[config.mk]
export PLATFORM = sky130hd
export DESIGN_NAME = fetch_stage
export DESIGN_NICKNAME = d
export VERILOG_FILES = /design/src/rtl/riscv_pkg.sv /design/src/rtl/icache_array.sv /design/src/rtl/fetch_stage.sv
export SDC_FILE = /design/constraint.sdc
export NUM_CORES = 1
export LEC_CHECK = 0
export BUFFER_PORTS_ARGS = -buffer_cell sky130_fd_sc_hd__clkbuf_2
export CAP_MARGIN = 40
export CELL_PAD_IN_SITES_DETAIL_PLACEMENT = 2
export CELL_PAD_IN_SITES_GLOBAL_PLACEMENT = 2
export CORE_ASPECT_RATIO = 0.9
export CORE_MARGIN = 2
export CORE_UTILIZATION = 40
export CTS_BUF_LIST = sky130_fd_sc_hd__clkbuf_16
export DETAILED_ROUTE_END_ITERATION = 10
export GPL_TIMING_DRIVEN = 0
export PLACE_DENSITY = 0.71
export SLEW_MARGIN = 10
export SYNTH_ARGS = -nofsm -noshare
export SYNTH_HDL_FRONTEND = slang
export SYNTH_HIERARCHICAL = 1
export SYNTH_SLANG_ARGS = --single-unit
[constraint.sdc]
create_clock -name clk -period 6.32 [get_ports clk]
set_input_delay 0 -clock clk [delete_from_list [all_inputs] [get_ports clk]]
set_output_delay 0 -clock clk [all_outputs]
set_load 0.005 [all_outputs]
[src/rtl/riscv_pkg.sv]
// Shared constants and types for the front end of the pipelined cache CPU.
package riscv_pkg;

    localparam logic [31:0] NOP_INSTR        = 32'h0000_0013;  // addi x0, x0, 0
    localparam logic [31:0] DEFAULT_RESET_PC = 32'h0000_0000;

    typedef enum logic {
        LOOKUP = 1'b0,
        REFILL = 1'b1
    } fetch_state_t;

endpackage

[src/rtl/icache_array.sv]
// Direct-mapped, one-word-per-line instruction cache storage.
// Combinational read port, one synchronous write port.
module icache_array #(
    parameter int LINES = 16,
    parameter int IDX_W = 4,
    parameter int TAG_W = 26
) (
    input  logic             clk,
    input  logic             rst_n,
    input  logic [IDX_W-1:0] rd_idx_i,
    output logic             rd_valid_o,
    output logic [TAG_W-1:0] rd_tag_o,
    output logic [31:0]      rd_data_o,
    input  logic             wr_en_i,
    input  logic [IDX_W-1:0] wr_idx_i,
    input  logic [TAG_W-1:0] wr_tag_i,
    input  logic [31:0]      wr_data_i
);

    logic [LINES-1:0] valid_q;
    logic [TAG_W-1:0] tag_q  [LINES];
    logic [31:0]      data_q [LINES];

    always_ff @(posedge clk or negedge rst_n) begin
        if (!rst_n) begin
            valid_q <= '0;
        end else if (wr_en_i) begin
            valid_q[wr_idx_i] <= 1'b1;
        end
    end

    // NOTE: tag/data storage has no reset; the cleared valid bits make its
    // contents unobservable, and leaving it unreset lets it map onto plain RAM.
    always_ff @(posedge clk) begin
        if (wr_en_i) begin
            tag_q[wr_idx_i]  <= wr_tag_i;
            data_q[wr_idx_i] <= wr_data_i;
        end
    end

    assign rd_valid_o = valid_q[rd_idx_i];
    assign rd_tag_o   = tag_q[rd_idx_i];
    assign rd_data_o  = data_q[rd_idx_i];

endmodule

[src/rtl/fetch_stage.sv]
// Instruction-fetch stage: PC, I-cache lookup, req/ack refill and the IF/ID register.
module fetch_stage
    import riscv_pkg::*;
#(
    parameter int                       ADDRESS_WIDTH = 32,
    parameter int                       CACHE_LINES   = 16,
    parameter logic [ADDRESS_WIDTH-1:0] RESET_PC      = DEFAULT_RESET_PC
) (
    input  logic                     clk,
    input  logic                     rst_n,
    input  logic                     stall_i,
    input  logic                     redirect_i,
    input  logic [ADDRESS_WIDTH-1:0] redirect_pc_i,
    output logic                     mem_req_o,
    output logic [ADDRESS_WIDTH-1:0] mem_addr_o,
    input  logic                     mem_ack_i,
    input  logic [31:0]              mem_rdata_i,
    output logic [31:0]              instr_o,
    output logic [ADDRESS_WIDTH-1:0] pc_o,
    output logic [ADDRESS_WIDTH-1:0] pc_plus4_o,
    output logic                     valid_o
);

    localparam int AW    = ADDRESS_WIDTH;
    localparam int IDX   = $clog2(CACHE_LINES);
    localparam int TAG_W = AW - IDX - 2;
    localparam logic [AW-1:0] PC_STEP    = AW'(4);
    localparam logic [AW-1:0] ALIGN_MASK = ~AW'(3);

    fetch_state_t state_q, state_d;
    logic [AW-1:0] pc_q, pc_d;
    logic          mem_req_q, mem_req_d;
    logic [AW-1:0] mem_addr_q, mem_addr_d;
    logic [31:0]   instr_q, instr_d;
    logic [AW-1:0] pc_out_q, pc_out_d;
    logic [AW-1:0] pc4_q, pc4_d;
    logic          valid_q, valid_d;

    logic             rd_valid;
    logic [TAG_W-1:0] rd_tag;
    logic [31:0]      rd_data;
    logic             hit;
    logic             fill;
    logic             load_ifid;
    logic             take_word;

    icache_array #(
        .LINES (CACHE_LINES),
        .IDX_W (IDX),
        .TAG_W (TAG_W)
    ) u_array (
        .clk        (clk),
        .rst_n      (rst_n),
        .rd_idx_i   (pc_q[IDX+1:2]),
        .rd_valid_o (rd_valid),
        .rd_tag_o   (rd_tag),
        .rd_data_o  (rd_data),
        .wr_en_i    (fill),
        .wr_idx_i   (mem_addr_q[IDX+1:2]),
        .wr_tag_i   (mem_addr_q[AW-1:IDX+2]),
        .wr_data_i  (mem_rdata_i)
    );

    assign hit = rd_valid && (rd_tag == pc_q[AW-1:IDX+2]);

    // NOTE: every always_comb output gets a default first, so no path leaves
    // a signal unassigned and no latch is inferred.
    always_comb begin
        state_d    = state_q;
        pc_d       = pc_q;
        mem_req_d  = mem_req_q;
        mem_addr_d = mem_addr_q;
        instr_d    = instr_q;
        pc_out_d   = pc_out_q;
        pc4_d      = pc4_q;
        valid_d    = valid_q;
        fill       = 1'b0;
        load_ifid  = !stall_i;
        take_word  = 1'b0;

        case (state_q)
            LOOKUP: begin
                take_word = hit;
                if (hit) begin
                    if (!stall_i) pc_d = pc_q + PC_STEP;
                end else begin
                    state_d    = REFILL;
                    mem_req_d  = 1'b1;
                    mem_addr_d = {pc_q[AW-1:2], 2'b00};
                end
            end
            REFILL: begin
                // The request is never abandoned; a redirect only moves the PC.
                if (mem_ack_i) begin
                    fill      = 1'b1;
                    state_d   = LOOKUP;
                    mem_req_d = 1'b0;
                end
            end
            default: state_d = LOOKUP;
        endcase

        if (redirect_i) begin
            pc_d      = redirect_pc_i & ALIGN_MASK;
            load_ifid = 1'b1;
            take_word = 1'b0;
        end

        if (load_ifid) begin
            pc_out_d = pc_q;
            pc4_d    = pc_q + PC_STEP;
            valid_d  = take_word;
            instr_d  = take_word ? rd_data : NOP_INSTR;
        end
    end

    // NOTE: state registers use non-blocking assignments so every register
    // samples the pre-edge values, independent of statement order.
    always_ff @(posedge clk or negedge rst_n) begin
        if (!rst_n) begin
            state_q    <= LOOKUP;
            pc_q       <= RESET_PC;
            mem_req_q  <= 1'b0;
            mem_addr_q <= '0;
            instr_q    <= NOP_INSTR;
            pc_out_q   <= '0;
            pc4_q      <= '0;
            valid_q    <= 1'b0;
        end else begin
            state_q    <= state_d;
            pc_q       <= pc_d;
            mem_req_q  <= mem_req_d;
            mem_addr_q <= mem_addr_d;
            instr_q    <= instr_d;
            pc_out_q   <= pc_out_d;
            pc4_q      <= pc4_d;
            valid_q    <= valid_d;
        end
    end

    assign mem_req_o  = mem_req_q;
    assign mem_addr_o = mem_addr_q;
    assign instr_o    = instr_q;
    assign pc_o       = pc_out_q;
    assign pc_plus4_o = pc4_q;
    assign valid_o    = valid_q;

endmodule

==> qor_table.md, run 1 <==
| Parameter | Value | Unit |
| --- | --- | --- |
| Outcome | finished clean | - |
| Beginning of the worst hold path | stall_i | - |
| Final setup violation count | 0 | - |
| Count of placed standard cells in the final layout, fillers left out | 4160 | - |
| Post-layout min period | 5.941 | ns |
| Area after detailed placement | 0.04677 | mm2 |
| Worst-path maximum fanout | 10 | - |
| Cell with the biggest individual delay on the critical path | nor3_1 | - |
| Number of buffers added on ports | 190 | - |
| WL per Instance | 33.90 | um |
| Sequential-to-total area share from yosys stat | 75.32 | % |
| Kind of path behind the tightest hold check | primary input to flip-flop | - |
| Unrepaired setup endpoints after global routing | false | - |
| Worst max-slew margin expressed relative to the limit | 38.01 | % |
| Synth top area cells | edfxtp_1 65%, mux4_2 12%, dfrtp_1 9.8% | - |
| Die ar. | 0.1093 | mm2 |
| Critical Path Max Stage Delay | 0.74 | ns |
| Core outline area | 0.1056 | mm2 |
| Most frequent cell on the critical path | buf_2 | - |
| Area leader, netlist | edfxtp_1 | - |
| Synth Flop Type | edfxtp_1 | - |
| Vertical extent of the die | 313.9 | um |
| CP Capture Type | flip-flop | - |
| Total of flip-flops plus latches after synthesis | 1099 | - |
| Post-layout worst setup margin | 0.3795 | ns |
| Place WS | 0.5315 | ns |
| Final Hold Slack | 0.04484 | ns |
| Post-synth EDFFs | 928 | - |
| Most frequent cells after synthesis | 928 x edfxtp_1, 236 x mux4_2, 193 x nand2_1, 168 x dfrtp_1, 120 x a22oi_1 | - |
| Reg2reg path depth | 13 | - |
| Worst-case hold path end point | pc_q[22] | - |
| Power per cell area | 329.6 | mW/mm2 |
| Number of antenna violations at the first check in global routing | 1 | - |
| Source of the worst register-to-register timing path | pc_q[3] | - |
| Maximum number of pins on one net before global-route repair | 93 | - |
| Area share of the leading cell type in the synthesized netlist | 65.29 | % |
| Overflow left after global routing | 0 | - |
| PnR Total Power | 16.84 | mW |
| Weighted congestion at the end of routability-driven global placement | 0.8350 | - |
| Final max-slew violation count | 0 | - |
| Initial core utilization | 40.42 | % |
| Final cycle utilization of the critical path | 94.00 | % |
| Hold-fix buffer count after cts | 71 | - |
| Count of max-cap constraint violations | 0 | - |
| List of cells traversed by the critical path | buf_2 > buf_2 > buf_2 > mux4_2 > a22oi_1 > nand2_1 > xor2_1 > nor4_1 > nand4_1 > nor3_1 > buf_2 > buf_2 > a22o_1 | - |
| Type of element launching the critical path | flip-flop | - |
| Detailed placer's ending HPWL | 92.91 | mm |
| Drt initial violations | 2320 | - |
| Clk sink count | 1099 | - |
| Post-CTS resize count | 0 | - |
| Antenna cells | 0 | - |
| Share of final-layout standard cells stronger than drive strength 1 | 29.03 | % |
| Count of filler cells inserted in the layout | 9410 | - |
| IO Count | 199 | - |
| Maximum clock path buffer count | 3 | - |
| Overall fraction of global-route tracks in use | 25.97 | % |
| Setup slack, reg-to-reg | 0.38 | ns |
| Worst endpoint data arrival time | 6.58 | ns |
| TritonCTS clock tree | built | - |
| RR Endpoint | instr_o[30] | - |
| Row Count | 113 | - |
| Post-route clock skew | 0.03241 | ns |
| Static Leakage | 17.45 | nW |
| Peak clock frequency supported by timing | 0.1683 | GHz |
| Most common cell in the synthesized netlist | edfxtp_1 | - |
| Routed Wire Length | 141.0 | mm |
| Number of global-route vias before repair | 27275 | - |
| Number of iterations in the first detailed-routing pass | 5 | - |
| Gate Count Post-Synth | 2209 | - |
| Post-CTS repair timing setup buffer count | 0 | - |
| Final Net Count | 2751 | - |
| Netlist area before placement | 0.04268 | mm2 |
| Finished layout cell area | 0.05110 | mm2 |
| Start-to-end type of the worst setup path | flip-flop to flip-flop | - |
| Insertion delay of the later-clocked pin in the worst-skew pair | 0.73 | ns |
| CTS clk-pin slew, worst paths | 0.06 | ns |
| Horizontal die dimension | 348.3 | um |
| Crit path required time | 6.96 | ns |
| Number of cells traversed by the worst hold path | 6 | - |
| Critical path buffers and inverters | 5 | - |
| Per-instance average area after synthesis | 19.32 | um2 |
| H-tree Lvls | 3 | - |
| Fin. Hold Viols | 0 | - |
| Transition at the pin with the smallest max-transition slack | 0.9299 | ns |
| Async set-or-reset flop fraction in the synthesized netlist | 15.56 | % |
| Worst path top cell family by delay | buffers and inverters | - |
| CTS buffer count | 115 | - |
| Number of distinct standard cells referenced by the synthesized netlist | 53 | - |
| Vias post-DR | 24525 | - |
| Detailed-route vias per instance | 5.895 | - |
| Worst ir drop on vdd | 211.9 | uV |
| Dpl cells | 3867 | - |
| DRC Markers | 0 | - |
| Signed area change from the synthesized netlist to the final layout | 19.71 | % |
| Clock tree root buffer cell | clkbuf_16 | - |
| Synthesis Warnings | 6 | - |
| DRT antenna net count | 0 | - |
| Wire length of the first global-routing pass | 203.1 | mm |
[state kept, by name, indices dropped and copies added (netlist names), 16 cells and up]
signal and count:
u_array/tag_q 416, mem_addr_o 30, u_array/data_q 512, pc_o 30, instr_o 32, pc_plus4_o 30, pc_q 30, u_array/valid_q 16
[cell usage in the layout, fill, tap and decap left out, types with 19 or more instances in the layout]
cell type and instances:
a31oi_1 21, xor2_1 31, dlygate4sd3_1 70, buf_12 22
o21ai_0 40, or4_1 23, xnor2_1 23, clkbuf_2 189
clkbuf_16 116, buf_4 38, buf_6 32, nand2_1 193
nand4_1 19, a22o_1 29, inv_1 51, dfrtp_1 168
mux4_2 236, clkinv_1 25, nand3_1 21, a22oi_1 120
clkbuf_1 84, mux2_2 30, edfxtp_1 928, nor2_1 31
buf_2 49
[cell families after synthesis]
logic type | synth area share, %
AOI/OAI and AO/OA | 4.180
xor gates and xnor gates | 1.108
adders and majority gates | 0.02931
buffers and inverters | 1.811
DFF | 75.32
muxes | 13.24
other | 0.008785
and+or+nand+nor | 4.300
[stage by stage]
step           utilization, %  setup TNS (ns)
2_1_floorplan               -               0
4_1_cts                 48.32               0
3_3_place_gp            42.97        -1605.96
6_report                48.38               0
3_5_place_dp            44.29               0
5_1_grt                 48.38               0
[layout make-up]
type	instances	area (um2)	area share (%)
Buffer	156	747.0	1.462
Tap cell	1380	1727	3.379
Timing Repair Buffer	350	3030	5.931
Sequential cell	1099	32150	62.92
Inverter	7	26.28	0.05142
Clock buffer	116	2903	5.681
Multi-Input combinational cell	952	9891	19.36
Clock inverter	100	624.3	1.222
[layer usage]
| layer | GRT usage (%) | share of wire, % |
|---|---|---|
| met4 | 7.320 | 2.8 |
| met1 | 33.52 | 40 |
| met2 | 45.67 | 52 |
| met3 | 4.000 | 5.3 |
| met5 | 0 | 0 |
[worst register-to-register path: stages, from the launching register on]
cell and delay [ns]:
dfrtp_1 0.55, buf_2 0.51, buf_2 0.49, buf_2 0.42
mux4_2 0.38, a22oi_1 0.26, nand2_1 0.16, xor2_1 0.23
nor4_1 0.34, nand4_1 0.60, nor3_1 0.74, buf_2 0.55
buf_2 0.42, a22o_1 0.22
[how the worst max path moves through the flow]
stage,start,end,depth (start not counted)
final,pc_q[3],instr_o[30],13
after global routing,pc_q[3],pc_q[16],14
after CTS,pc_q[3],instr_o[30],13
after detailed placement,pc_q[4],instr_o[30],12
after global placement,state_q,u_array/valid_q[0],4
after floorplan,state_q,u_array/valid_q[0],4
[power by group]
part	internal, mW	total (mW)	switching, mW
combinational	0.695	1.76	1.06
sequential	8.31	8.63	0.322
clock	3.52	6.45	2.93
No activity file was read; power rests on OpenSTA's default activity.
==> run 2: changes to the inputs <==
Settings changed: BUFFER_PORTS_ARGS -buffer_cell sky130_fd_sc_hd__clkbuf_2 to -buffer_cell sky130_fd_sc_hd__buf_2.
==> run 2 against run 1 <==
Hold slack better by 0.036 ns. Sequential cell count did not move. Clock power barely moved. Clock-buffer cell count rose by 2. Routed wire length barely moved. Total power up 0.14%. Critical endpoint is now pc_q[30]. Cell area barely moved. Clock skew is 0.0075 ns lower. Setup slack lost 0.082 ns. Fmax shrank 1.4%. Non-clock buffer count fell by 4.
==> qor_table.md, run 2 (synthesized netlist as in run 1, its figures left out) <==
| Parameter | Value | Unit | vs previous |
| --- | --- | --- | --- |
| Most used cells in the layout excluding fill and tap cells | 928 x edfxtp_1, 238 x buf_2, 236 x mux4_2 | - | was 928 x edfxtp_1, 236 x mux4_2, 193 x nand2_1 |
| CTS buffer count | 116 | - | was 115 |
| Reg2reg path depth | 14 | - | was 13 |
| Routed Wire Length | 140.9 | mm | was 141.0 mm |
| Wire length of the first global-routing pass | 203.2 | mm | was 203.1 mm |
| Reg power frac | 51.1 | % | was 51.3% |
| Fin. Hold Viols | 0 | - | unchanged |
| Post-CTS repair timing setup buffer count | 0 | - | unchanged |
| Clock network fraction of design power | 38.4 | % | was 38.3% |
| Worst endpoint data arrival time | 6.60 | ns | was 6.58 ns |
| Number of cells traversed by the worst hold path | 6 | - | unchanged |
| Detailed placer's ending HPWL | 92.96 | mm | was 92.91 mm |
| Final cycle utilization of the critical path | 95.30 | % | was 94.00% |
| Comb power frac | 10.5 | % | was 10.4% |
| Maximum clock path buffer count | 3 | - | unchanged |
| Vias post-DR | 24557 | - | was 24525 |
| Vertical extent of the die | 313.9 | um | unchanged |
| Peak clock frequency supported by timing | 0.1660 | GHz | was 0.1683 GHz |
| Cell with the biggest individual delay on the critical path | clkbuf_1 | - | was nor3_1 |
| Pint | 12.58 | mW | was 12.53 mW |
| Count of filler cells inserted in the layout | 9376 | - | was 9410 |
| Hold-fix buffer count after cts | 73 | - | was 71 |
| Worst-path maximum fanout | 10 | - | unchanged |
| Final max-slew violation count | 0 | - | unchanged |
| PnR Total Power | 16.87 | mW | was 16.84 mW |
| Row Count | 113 | - | unchanged |
| IO Count | 199 | - | unchanged |
| Critical Path Max Stage Delay | 0.75 | ns | was 0.74 ns |
| Critical path buffers and inverters | 6 | - | was 5 |
| Clock tree root buffer cell | clkbuf_16 | - | unchanged |
| Clk sink count | 1099 | - | unchanged |
| List of cells traversed by the critical path | nor2b_1 > buf_2 > clkbuf_1 > clkbuf_1 > a22oi_1 > nand2_1 > xor2_1 > nor4_1 > nand4_1 > clkbuf_1 > clkbuf_1 > o21ai_0 > nand3_1 > dlygate4sd3_1 | - | was buf_2 > buf_2 > buf_2 > mux4_2 > a22oi_1 > nand2_1 > xor2_1 > nor4_1 > nand4_1 > nor3_1 > buf_2 > buf_2 > a22o_1 |
| Post-route setup TNS | 0 | ns | unchanged |
| Start-to-end type of the worst setup path | flip-flop to flip-flop | - | unchanged |
| DRT antenna net count | 0 | - | unchanged |
| Switching Power | 4.289 | mW | was 4.312 mW |
| Final setup violation count | 0 | - | unchanged |
| Die ar. | 0.1093 | mm2 | unchanged |
| Insertion delay of the later-clocked pin in the worst-skew pair | 0.71 | ns | was 0.73 ns |
| Weighted congestion at the end of routability-driven global placement | 0.8426 | - | was 0.8350 |
| CP Capture Type | flip-flop | - | unchanged |
| CTS clk-pin slew, worst paths | 0.06 | ns | about the same |
| Static Leakage | 17.38 | nW | was 17.45 nW |
| Fraction of power spent switching nets | 25.43 | % | was 25.60% |
| WP depth | 14 | - | was 13 |
| Kind of path behind the tightest hold check | primary input to flip-flop | - | unchanged |
| Number of antenna violations at the first check in global routing | 3 | - | was 1 |
| Top register by number of flip-flops | u_array/data_q | - | unchanged |
| Finished layout cell area | 0.05107 | mm2 | was 0.05110 mm2 |
| Worst max-slew margin expressed relative to the limit | 36.22 | % | was 38.01% |
| Overall fraction of global-route tracks in use | 25.92 | % | was 25.97% |
| Most frequent cell on the critical path | clkbuf_1 | - | was buf_2 |
| Count of max-cap constraint violations | 0 | - | unchanged |
| Number of flip-flops under the largest register name | 512 | - | unchanged |
| Detailed-route vias per instance | 5.902 | - | was 5.895 |
| Transition at the pin with the smallest max-transition slack | 0.9567 | ns | was 0.9299 ns |
| Dpl cells | 3864 | - | was 3867 |
| TritonCTS clock tree | built | - | unchanged |
| Core outline area | 0.1056 | mm2 | unchanged |
| Maximum number of pins on one net before global-route repair | 90 | - | was 93 |
| WL per Instance | 33.86 | um | was 33.90 um |
| Drt initial violations | 2729 | - | was 2320 |
| Power per cell area | 330.2 | mW/mm2 | was 329.6 mW/mm2 |
| Crit path required time | 6.90 | ns | was 6.96 ns |
| Outcome | finished clean | - | unchanged |
| Signed area change from the synthesized netlist to the final layout | 19.65 | % | was 19.71% |
| Count of placed standard cells in the final layout, fillers left out | 4161 | - | was 4160 |
| Worst ir drop on vdd | 233.7 | uV | was 211.9 uV |
| Unrepaired setup endpoints after global routing | false | - | unchanged |
| H-tree Lvls | 3 | - | unchanged |
| Overflow left after global routing | 0 | - | unchanged |
| Number of buffers added on ports | 190 | - | unchanged |
| Final Hold Slack | 0.08098 | ns | was 0.04484 ns |
| Final Net Count | 2748 | - | was 2751 |
| Type of element launching the critical path | flip-flop | - | unchanged |
| Share of final-layout standard cells stronger than drive strength 1 | 29.08 | % | was 29.03% |
| Post-layout min period | 6.023 | ns | was 5.941 ns |
| Worst path top cell family by delay | buffers and inverters | - | unchanged |
| Most common cell after layout, fill and taps aside | edfxtp_1 | - | unchanged |
| Post-CTS resize count | 0 | - | unchanged |
| Area after detailed placement | 0.04673 | mm2 | was 0.04677 mm2 |
| DRC Markers | 0 | - | unchanged |
| Number of iterations in the first detailed-routing pass | 5 | - | unchanged |
| Initial core utilization | 40.42 | % | unchanged |
| Number of global-route vias before repair | 27341 | - | was 27275 |
| Horizontal die dimension | 348.3 | um | unchanged |
| Post-route clock skew | 0.02491 | ns | was 0.03241 ns |
[run 2: changes by cell type in the layout (fill, tap and decap cells not counted), sizes merged]
| cell | before | now |
|---|---|---|
| clkinvlp | 3 | 5 |
| dlygate4sd3 | 70 | 72 |
| clkbuf | 390 | 202 |
| diode | 0 | 2 |
| buf | 162 | 346 |
| clkinv | 42 | 45 |
| inv | 57 | 53 |
[run 2: cell type report]
type	count	area, um2	area share [%]
Antenna cell	2	5.005	0.009800
Buffer	156	747.0	1.463
Clock buffer	118	2953	5.782
Clock inverter	101	604.3	1.183
Inverter	7	26.28	0.05145
Multi-Input combinational cell	952	9891	19.37
Sequential cell	1099	32150	62.95
Tap cell	1380	1727	3.381
Timing Repair Buffer	346	2969	5.814
[run 2: final timing paths]
path | slack [ns] | endpoint | from
max | 0.30 | pc_q[30] | pc_q[5]
min | 0.08 | pc_q[25] | stall_i
max reg2reg | 0.30 | pc_q[30] | pc_q[5]
min reg2reg | 0.47 | pc_o[17] | pc_o[17]
max in group asynchronous | 5.26 | instr_o[18] | rst_n
min in group asynchronous | 0.46 | instr_o[4] | rst_n
[run 2: metal layers]
layer  routed length [um]  vias to the layer above  track usage (%)
li1                     -                     9898                -
met1                55400                    13445            33.07
met2                72990                      965            45.24
met3                 7842                      249            4.166
met4                 4653                        0            8.628
met5                    0                        -                0
[run 2: worst reg2reg max path: cells and delay by family, from the launching register on]
kind | cells | cell delay, ns
flops | 1 | 0.51
xor+xnor | 1 | 0.14
compound gates | 2 | 0.55
simple gates | 5 | 1.51
buf+inv | 6 | 3.17
[run 2: power by group through the flow]
stage / Combinational (mW) / Sequential [mW] / Clock (mW)
6_report: 1.76 / 8.63 / 6.48
2_1_floorplan: 0.909 / 8.64 / 0
3_3_place_gp: 1.54 / 8.73 / 0
4_1_cts: 1.77 / 8.63 / 6.58
5_1_grt: 1.87 / 8.66 / 6.83
3_5_place_dp: 1.71 / 8.77 / 0
[run 2: metrics by stage]
step | worst slack [ns] | utilization [%]
after floorplan | 0.7220 | -
after global placement | -4.669 | 42.97
after detailed placement | 0.5166 | 44.24
after CTS | 0.3772 | 48.32
after global routing | 0.1726 | 48.35
final | 0.2972 | 48.36
==> run 3: changes to the inputs <==
Settings changed: CTS_BUF_LIST sky130_fd_sc_hd__clkbuf_16 to not set, PLACE_DENSITY 0.71 to 0.74.
Clock period 6.32 ns to 5.34 ns, I/O delays scaled along.
==> run 3 against run 2 <==
The flow now finishes with violations (setup timing). Global-route usage up 2.2 points. Clock-buffer cell count up 39. Routed wire length up 8.5%. Non-clock buffer count down 2. Sequential share of layout area down 0.43 points. Die area unchanged. Combinational power up 23%. Register-to-register slack worse by 0.35 ns. Fmax up 12%. Sequential power up 18%. Critical path type unchanged. Highest routed layer is now met5.
==> qor_table.md, run 3 (synthesized netlist as in run 1, its figures left out) <==
| Parameter | Value | Unit | vs previous |
| --- | --- | --- | --- |
| CP Capture Type | flip-flop | - | unchanged |
| Outcome | complete, but fails checks | - | was finished clean |
| Transition at the pin with the smallest max-transition slack | 0.9334 | ns | was 0.9567 ns |
| Maximum clock path buffer count | 3 | - | unchanged |
| Utilization after layout | 48.69 | % | was 48.36% |
| Unrepaired setup endpoints after global routing | false | - | unchanged |
| Place WS | -0.4295 | ns | was 0.5166 ns |
| Power per cell area | 401.1 | mW/mm2 | was 330.2 mW/mm2 |
| Count of max-cap constraint violations | 0 | - | unchanged |
| Critical path buffers and inverters | 6 | - | unchanged |
| WP depth | 14 | - | unchanged |
| Clock tree root buffer cell | clkbuf_16 | - | unchanged |
| Vertical extent of the die | 313.9 | um | unchanged |
| Final Net Count | 2743 | - | was 2748 |
| DRC Markers | 0 | - | unchanged |
| Detailed-route vias per instance | 6.172 | - | was 5.902 |
| Most used cells in the layout excluding fill and tap cells | 928 x edfxtp_1, 236 x mux4_2, 223 x buf_2 | - | was 928 x edfxtp_1, 238 x buf_2, 236 x mux4_2 |
| Number of flip-flops under the largest register name | 512 | - | unchanged |
| Weighted congestion at the end of routability-driven global placement | 0.8148 | - | was 0.8426 |
| Number of global-route vias before repair | 28202 | - | was 27341 |
| Final Hold Slack | 0.1106 | ns | was 0.08098 ns |
| Final cycle utilization of the critical path | 100.9 | % | was 95.30% |
| Violated checks | setup timing | - |  |
| Horizontal die dimension | 348.3 | um | unchanged |
| Final setup violation count | 4 | - | was 0 |
| List of cells traversed by the critical path | clkbuf_4 > buf_4 > buf_2 > mux4_2 > a22oi_1 > nand2_1 > xor2_1 > nor4_1 > nand4_1 > buf_4 > clkbuf_1 > clkbuf_1 > o31ai_1 > a31oi_1 | - | was nor2b_1 > buf_2 > clkbuf_1 > clkbuf_1 > a22oi_1 > nand2_1 > xor2_1 > nor4_1 > nand4_1 > clkbuf_1 > clkbuf_1 > o21ai_0 > nand3_1 > dlygate4sd3_1 |
| Dpl cells | 3864 | - | unchanged |
| Post-layout worst setup margin | -0.04921 | ns | was 0.2972 ns |
| Top register by number of flip-flops | u_array/data_q | - | unchanged |
| Worst max-slew margin expressed relative to the limit | 37.78 | % | was 36.22% |
| Number of iterations in the first detailed-routing pass | 7 | - | was 5 |
| Post-route setup TNS | -0.1051 | ns | was 0 ns |
| TritonCTS clock tree | built | - | unchanged |
| Worst ir drop on vdd | 350.6 | uV | was 233.7 uV |
| Drt initial violations | 2961 | - | was 2729 |
| Start-to-end type of the worst setup path | flip-flop to flip-flop | - | unchanged |
| Clk sink count | 1099 | - | unchanged |
| Fin. Hold Viols | 0 | - | unchanged |
| Area after detailed placement | 0.04683 | mm2 | was 0.04673 mm2 |
| CTS clk-pin slew, worst paths | 0.09 | ns | was 0.06 ns |
| Worst endpoint data arrival time | 5.91 | ns | was 6.60 ns |
| H-tree Lvls | 3 | - | unchanged |
| Number of antenna violations at the first check in global routing | 2 | - | was 3 |
| Initial core utilization | 40.42 | % | unchanged |
| Number of buffers added on ports | 190 | - | unchanged |
| Worst path top cell family by delay | buffers and inverters | - | unchanged |
| Cell with the biggest individual delay on the critical path | dfrtp_1 | - | was clkbuf_1 |
| Signed area change from the synthesized netlist to the final layout | 20.47 | % | was 19.65% |
| Peak clock frequency supported by timing | 0.1856 | GHz | was 0.1660 GHz |
| WL per Instance | 36.82 | um | was 33.86 um |
| Crit path required time | 5.86 | ns | was 6.90 ns |
| DRT antenna net count | 0 | - | unchanged |
| Routed Wire Length | 152.9 | mm | was 140.9 mm |
| Row Count | 113 | - | unchanged |
| Post-route clock skew | 0.04235 | ns | was 0.02491 ns |
| Final max-slew violation count | 0 | - | unchanged |
| Kind of path behind the tightest hold check | primary input to flip-flop | - | unchanged |
| Finished layout cell area | 0.05142 | mm2 | was 0.05107 mm2 |
| Static Leakage | 17.41 | nW | was 17.38 nW |
| Number of cells traversed by the worst hold path | 3 | - | was 6 |
| Core outline area | 0.1056 | mm2 | unchanged |
| Overflow left after global routing | 0 | - | unchanged |
| Insertion delay of the later-clocked pin in the worst-skew pair | 0.74 | ns | was 0.71 ns |
| Detailed placer's ending HPWL | 94.96 | mm | was 92.96 mm |
| Post-layout min period | 5.389 | ns | was 6.023 ns |
| IO Count | 199 | - | unchanged |
| Share of final-layout standard cells stronger than drive strength 1 | 30.18 | % | was 29.08% |
| Overall fraction of global-route tracks in use | 28.07 | % | was 25.92% |
| Critical Path Max Stage Delay | 0.63 | ns | was 0.75 ns |
| Die ar. | 0.1093 | mm2 | unchanged |
| Maximum number of pins on one net before global-route repair | 91 | - | was 90 |
| PnR Total Power | 20.62 | mW | was 16.87 mW |
| Count of placed standard cells in the final layout, fillers left out | 4153 | - | was 4161 |
| Most common cell after layout, fill and taps aside | edfxtp_1 | - | unchanged |
| Antenna cells | 0 | - | was 2 |
| Worst-path maximum fanout | 10 | - | unchanged |
| Type of element launching the critical path | flip-flop | - | unchanged |
| CTS buffer count | 113 | - | was 116 |
| Wire length of the first global-routing pass | 217.8 | mm | was 203.2 mm |
| Vias post-DR | 25631 | - | was 24557 |
| Reg2reg path depth | 14 | - | unchanged |
## run 3: cell count changes in the layout (fill, tap and decap cells not counted), sizes merged, moves of 2 or more
| cell | delta |
|---|---|
| clkbuf | +49 |
| inv | -41 |
| buf | -8 |
| bufinv | +6 |
| clkinv | -5 |
| dlygate4sd3 | -5 |
| clkinvlp | -3 |
| diode | -2 |
## run 3: layout make-up
cell class,instances,area [um2]
clock inverter,58,585.6
tap,1380,1727
buffer,155,787.0
fill,9365,54190
multi-input combinational,952,9917
inverter,7,26.28
timing repair buffer,345,3053
clock buffer,157,3174
sequential,1099,32150
## run 3: metal layers
layer  part of all wire, %  routed length, um  track usage [%]
met1                    38              57350            35.09
met4                   4.6               7095            12.23
met2                    51              78320            48.49
met3                   6.6              10130            4.556
met5                0.0072                 11                0
## run 3: final timing paths
check / start / end / slack (ns)
min reg2reg: pc_o[6] / pc_o[6] / 0.46
max in group asynchronous: rst_n / instr_o[24] / 4.18
min in group asynchronous: rst_n / instr_o[3] / 0.31
min: redirect_pc_i[2] / pc_q[2] / 0.11
max reg2reg: pc_q[3] / pc_q[4] / -0.05
max: pc_q[3] / pc_q[4] / -0.05
## run 3: power by group
group	total, mW	switching [mW]	leakage (nW)	internal, mW
Sequential	10.2	0.400	10.3	9.83
Combinational	2.16	1.33	5.22	0.830
Clock	8.22	3.55	1.85	4.68
## run 3: worst register-to-register path, stage by stage (launching register included)
cell	delay, ns
dfrtp_1	0.63
clkbuf_4	0.42
buf_4	0.35
buf_2	0.42
mux4_2	0.40
a22oi_1	0.25
nand2_1	0.13
xor2_1	0.22
nor4_1	0.48
nand4_1	0.28
buf_4	0.26
clkbuf_1	0.38
clkbuf_1	0.40
o31ai_1	0.38
a31oi_1	0.20
## run 3: repair_timing
action	in CTS	in global routing
pin swaps	1	0
gates resized for setup	6	27
setup endpoints to repair	49	35
hold buffers	68	0
endpoints found under the hold margin	735	0
buffers inserted	1	0
